`config.mk`:
```
export PLATFORM = sky130hd
export DESIGN_NAME = ssp_txfifo_gen
export DESIGN_NICKNAME = d
export VERILOG_FILES = /design/src/rtl/ssp_pkg.sv /design/src/rtl/ssp_fifo_mem.sv /design/src/rtl/ssp_txfifo_gen.sv
export SDC_FILE = /design/constraint.sdc
export NUM_CORES = 1
export LEC_CHECK = 0
export BUFFER_PORTS_ARGS = -buffer_cell sky130_fd_sc_hd__buf_2
export CORE_ASPECT_RATIO = 1.25
export CORE_MARGIN = 1
export CORE_UTILIZATION = 45
export CTS_BUF_LIST = sky130_fd_sc_hd__clkbuf_4 sky130_fd_sc_hd__clkbuf_8 sky130_fd_sc_hd__clkbuf_16
export CTS_CLUSTER_SIZE = 25
export DETAILED_ROUTE_END_ITERATION = 7
export GPL_TIMING_DRIVEN = 0
export PLACE_DENSITY = 0.66
export SLEW_MARGIN = 10
export SYNTH_ARGS = -nofsm -noshare
export SYNTH_HDL_FRONTEND = slang
export SYNTH_SLANG_ARGS = --single-unit
```
`constraint.sdc`:
```
create_clock -name PCLK -period 2.7 [get_ports PCLK]
set_input_delay 0.81 -clock PCLK [delete_from_list [all_inputs] [get_ports PCLK]]
set_output_delay 0.81 -clock PCLK [all_outputs]
set_load 0.005 [all_outputs]
```
`src/rtl/ssp_pkg.sv`:
```
// Shared SSP definitions: default data width and FIFO depth, count-width helper,
// and the push/pop operation encoding used by the TX and RX FIFOs.
package ssp_pkg;

  localparam int SSP_DATA_W       = 8;
  localparam int SSP_TXFIFO_DEPTH = 4;

  // Bit 0 = push, bit 1 = pop, so {pop, push} casts directly onto this type.
  typedef enum logic [1:0] {
    FIFO_IDLE = 2'b00,
    FIFO_PUSH = 2'b01,
    FIFO_POP  = 2'b10,
    FIFO_BOTH = 2'b11
  } fifo_op_e;

  // Occupancy has to represent 0..depth inclusive, hence one bit over the pointer width.
  function automatic int fifo_cnt_width(input int depth);
    return $clog2(depth) + 1;
  endfunction

endpackage

```
`src/rtl/ssp_fifo_mem.sv`:
```
// DEPTH x DATA_WIDTH register array with one synchronous write port and one
// asynchronous read port; shared by the SSP TX and RX FIFOs. Contents are never reset.
module ssp_fifo_mem #(
  parameter int DATA_WIDTH = 8,
  parameter int DEPTH      = 4,
  parameter int AW         = $clog2(DEPTH)
) (
  input  logic                  clk,
  input  logic                  wr_en,
  input  logic [AW-1:0]         wr_addr,
  input  logic [DATA_WIDTH-1:0] wr_data,
  input  logic [AW-1:0]         rd_addr,
  output logic [DATA_WIDTH-1:0] rd_data
);

  logic [DATA_WIDTH-1:0] mem_q [DEPTH];

  always_ff @(posedge clk) begin
    if (wr_en) begin
      mem_q[wr_addr] <= wr_data;
    end
  end

  assign rd_data = mem_q[rd_addr];

endmodule

```
`src/rtl/ssp_txfifo_gen.sv`:
```
// Parametrised SSP transmit FIFO: stores every qualified APB write, presents the head
// word show-ahead to the serialiser. Optional low-watermark output via SSP_TXFIFO_WATERMARK_EN.
module ssp_txfifo_gen
  import ssp_pkg::*;
#(
  parameter int DATA_WIDTH = SSP_DATA_W,
  parameter int DEPTH      = SSP_TXFIFO_DEPTH,
  parameter int CNT_WIDTH  = fifo_cnt_width(DEPTH)
`ifdef SSP_TXFIFO_WATERMARK_EN
  ,
  parameter int TX_WMARK   = DEPTH / 2
`endif
) (
  input  logic                  PCLK,
  input  logic                  CLEAR_B,
  input  logic                  PSEL,
  input  logic                  PWRITE,
  input  logic [DATA_WIDTH-1:0] PWDATA,
  input  logic                  transmit_complete,
  input  logic                  clr_ovf,
  output logic [DATA_WIDTH-1:0] TxData,
  output logic                  tx_ready,
  output logic                  SSPTXINTR,
  output logic [CNT_WIDTH-1:0]  tx_count,
  output logic                  tx_overflow
`ifdef SSP_TXFIFO_WATERMARK_EN
  ,
  output logic                  tx_wmark_intr
`endif
);

  localparam int AW = $clog2(DEPTH);
  localparam logic [CNT_WIDTH-1:0] FULL_CNT = CNT_WIDTH'(DEPTH);

  logic [AW-1:0]         wr_ptr_q, wr_ptr_d;
  logic [AW-1:0]         rd_ptr_q, rd_ptr_d;
  logic [CNT_WIDTH-1:0]  count_q, count_d;
  logic                  full_q, full_d;
  logic                  ready_q, ready_d;
  logic                  ovf_q, ovf_d;
  logic                  wr_req, push, pop;
  fifo_op_e              op;
  logic [DATA_WIDTH-1:0] head_word;

  // Full/empty are the registered flags, so a push+pop on a full FIFO drops the push.
  assign wr_req = PSEL & PWRITE;
  assign push   = wr_req & ~full_q;
  assign pop    = transmit_complete & ready_q;
  assign op     = fifo_op_e'({pop, push});

  always_comb begin
    wr_ptr_d = wr_ptr_q;
    rd_ptr_d = rd_ptr_q;
    count_d  = count_q;
    case (op)
      FIFO_PUSH: begin
        wr_ptr_d = wr_ptr_q + 1'b1;
        count_d  = count_q + 1'b1;
      end
      FIFO_POP: begin
        rd_ptr_d = rd_ptr_q + 1'b1;
        count_d  = count_q - 1'b1;
      end
      FIFO_BOTH: begin
        wr_ptr_d = wr_ptr_q + 1'b1;
        rd_ptr_d = rd_ptr_q + 1'b1;
      end
      default: ;
    endcase
    full_d  = (count_d == FULL_CNT);
    ready_d = (count_d != '0);
    // A fresh overflow in the same cycle as clr_ovf keeps the flag set.
    ovf_d   = (wr_req & full_q) | (ovf_q & ~clr_ovf);
  end

  always_ff @(posedge PCLK or negedge CLEAR_B) begin
    if (!CLEAR_B) begin
      wr_ptr_q <= '0;
      rd_ptr_q <= '0;
      count_q  <= '0;
      full_q   <= 1'b0;
      ready_q  <= 1'b0;
      ovf_q    <= 1'b0;
    end else begin
      wr_ptr_q <= wr_ptr_d;
      rd_ptr_q <= rd_ptr_d;
      count_q  <= count_d;
      full_q   <= full_d;
      ready_q  <= ready_d;
      ovf_q    <= ovf_d;
    end
  end

  ssp_fifo_mem #(
    .DATA_WIDTH (DATA_WIDTH),
    .DEPTH      (DEPTH),
    .AW         (AW)
  ) u_mem (
    .clk     (PCLK),
    .wr_en   (push),
    .wr_addr (wr_ptr_q),
    .wr_data (PWDATA),
    .rd_addr (rd_ptr_q),
    .rd_data (head_word)
  );

  // Gating by ready keeps TxData at zero while empty, including straight out of reset.
  assign TxData      = ready_q ? head_word : '0;
  assign tx_ready    = ready_q;
  assign SSPTXINTR   = full_q;
  assign tx_count    = count_q;
  assign tx_overflow = ovf_q;

`ifdef SSP_TXFIFO_WATERMARK_EN
  localparam logic [CNT_WIDTH-1:0] WMARK_CNT = CNT_WIDTH'(TX_WMARK);

  logic wmark_q, wmark_d;

  always_comb begin
    wmark_d = (count_d <= WMARK_CNT);
  end

  always_ff @(posedge PCLK or negedge CLEAR_B) begin
    if (!CLEAR_B) begin
      wmark_q <= 1'b1;
    end else begin
      wmark_q <= wmark_d;
    end
  end

  assign tx_wmark_intr = wmark_q;
`endif

endmodule

```
==> run metrics <==
status=complete, no violations; Synth top area share=52.71%; Final Max Tran Viols=0; Placed Area=2026 um^2; placement-stage worst setup slack=40.01 ps; port buffer count=27; family with the most delay on the worst path=multiplexers; R2R Path End=SSPTXINTR; startpoint types=flip-flop; fin cells=196; peak supply drop=0.6340 mV; layout cell share with drive strength beyond 1=36.62%; clk slew on worst S/H paths=70 ps; # clock sinks=42; fin crit share=89.83%; Crit path required time=1890 ps; Worst Path Max Fanout=10; cells on worst reg2reg path=9; placed cells=188; CP max stage delay=510 ps; vias per cell=4.908; Gates resized, CTS repair=0; critical path depth in cells=4; setup bufs post-CTS=0; Final Hold Fails=0; CP Data Arrival Time=1620 ps; clk buf depth=2; crit end category=output pin; final hold slack=367.2 ps; Die Span X=58.93 um; Avg WL per Cell=15.52 um; Starting Density=47.77%; vias in the first global route=1032; Slew @ Worst Pin=458.9 ps; Synth Warn #=0; # DRC=0; synthesis-to-layout area growth=15.85%; global-route wire length before repair=4816 um; CTS Buf Count=5; Fmax=0.4123 GHz; Placer Congestion=0.7373; slowest CP cell=mux4_2; Slew headroom=69.40%; die height=73.16 um; DR pass1 iterations=4; RSZ-0062 raised after global routing=no; antenna viol nets, final=0; # diodes=0; Synth Instances=107; area leader, netlist=edfxtp_1; 1st-iter DRT viols=15; initial antenna violation count=0; # hold bufs at CTS=0; CTS tree=yes; unique cell type count in the Yosys netlist=28; vias=962; largest net degree at the start of global routing=14; Post-Syn Area per Cell=17.04 um^2; Layout fillers=345; Final WS setup=274.6 ps; row cnt=25; top cells by area, synth=edfxtp_1, dfrtp_1, mux4_2; Core Region=3816 um^2; GR Overflow Total=0; synthesized flop and latch total=42; Pleak=0.8040 nW; Overall Global Routing Usage=16.33%; nets=160; min-delay worst type=input port to async pin; WP buf/inv=2; worst r2r src=SSPTXINTR; die footprint=4311 um^2; kind of critical path=flip-flop to output pin; skew final=7.396 ps; Routed WL=3041 um; MaxCap Viol Count=0; io pins=28; critical-path cell list=buf_6, mux4_2, and2_1, buf_2; Final setup violation count=0; post-synthesis sequential area ratio=66.44%; synthesized area=1823 um^2; Tmin final=2425 ps; Worst-Skew Late Latency=300 ps; H-tree levels=2; post-synth net total=126; cell at the root of the clock tree=clkbuf_8; Fin Setup TNS=0 ps; reg-to-reg slack, setup=510 ps; hpwl dp=2174 um; P per Cell Area=951.5 nW/um^2; design area=2112 um^2
## flip-flops by register name, indices dropped and copies added (netlist names)
name,cells
rd_ptr_q,2
u_mem.mem_q,32
wr_ptr_q,2
tx_overflow,1
SSPTXINTR,1
tx_ready,1
tx_count,3
## cell usage in the layout (no fill, tap or decap), types with 2 or more instances in the layout
| cell | instances |
|---|---|
| nor2_1 | 2 |
| clkinv_2 | 2 |
| xnor2_1 | 5 |
| o21ai_1 | 2 |
| nand2_1 | 2 |
| ha_1 | 4 |
| buf_2 | 28 |
| mux4_2 | 8 |
| o21ai_0 | 3 |
| edfxtp_1 | 32 |
| xor2_1 | 2 |
| buf_6 | 3 |
| clkbuf_8 | 5 |
| nand3_1 | 5 |
| inv_1 | 3 |
| dfrtp_1 | 10 |
| and2_1 | 12 |
## metal layers
metal / GRT usage (%) / part of all wire [%]
met1: 18.00 / 38
met2: 28.91 / 57
met3: 4.610 / 3.6
met4: 7.143 / 1.9
met5: 0 / 0
## power by group
part / switching (mW) / total, mW / leakage [nW] / internal (mW)
sequential: 0.0608 / 0.872 / 0.409 / 0.812
clock: 0.205 / 0.394 / 0.0484 / 0.189
combinational: 0.344 / 0.743 / 0.346 / 0.399
## worst register-to-register path: stages, from the launching register on
cell and delay, ps:
dfrtp_1 400, and3b_1 240, buf_6 140, buf_6 130, nor2_1 60, fa_1 450, xor2_1 190, and3_2 220
o21ai_1 110, o21ai_0 110
## kinds of logic after synthesis
logic type               share of synthesized area [%]
flip-flops                                       66.44
AND/OR/NAND/NOR                                  8.786
buffers and inverters                            3.225
multiplexers                                     10.71
XOR/XNOR                                         4.873
AO/OA/AOI/OAI                                    2.127
adder cells (fa/ha/maj)                          3.844
## worst max-delay path by stage
stage | start | endpoint | slack [ps]
after detailed placement | PSEL | SSPTXINTR | 40
after floorplan | PSEL | SSPTXINTR | 310
after global placement | PSEL | SSPTXINTR | 120
after global routing | rd_ptr_q[0] | TxData[3] | 180
final | rd_ptr_q[0] | TxData[3] | 270
after CTS | rd_ptr_q[0] | TxData[3] | 240
## layout make-up
| class | count | area [um^2] | share of cell area (%) |
|---|---|---|---|
| Sequential cell | 42 | 1211 | 57.35 |
| Multi-Input combinational cell | 56 | 553.0 | 26.18 |
| Timing Repair Buffer | 27 | 135.1 | 6.398 |
| Clock buffer | 6 | 76.32 | 3.614 |
| Tap cell | 54 | 67.56 | 3.199 |
| Buffer | 6 | 47.55 | 2.251 |
| Inverter | 3 | 11.26 | 0.5332 |
| Clock inverter | 2 | 10.01 | 0.4739 |
## Yosys cell counts (all sizes together)
master	n
edfxtp	32
nor2	2
nor2b	1
mux2	1
buf	4
dfrtp	10
and3b	1
xor2	2
nor4	1
clkbuf	2
xnor2	6
nor3	1
and2	12
inv	3
o21ai	5
nand3	5
mux4	8
nand2	3
and3	1
fa	1
ha	4
a21oi	1
o31a	1
## metrics by stage
| stage | total power, mW | util [%] |
|---|---|---|
| after global routing | 2.155 | 55.34 |
| after CTS | 2.044 | 55.34 |
| final | 2.010 | 55.34 |
| after floorplan | 1.420 | - |
| after detailed placement | 1.650 | 53.08 |
| after global placement | 1.614 | 53.08 |
Power figures use the tool's default switching activity.
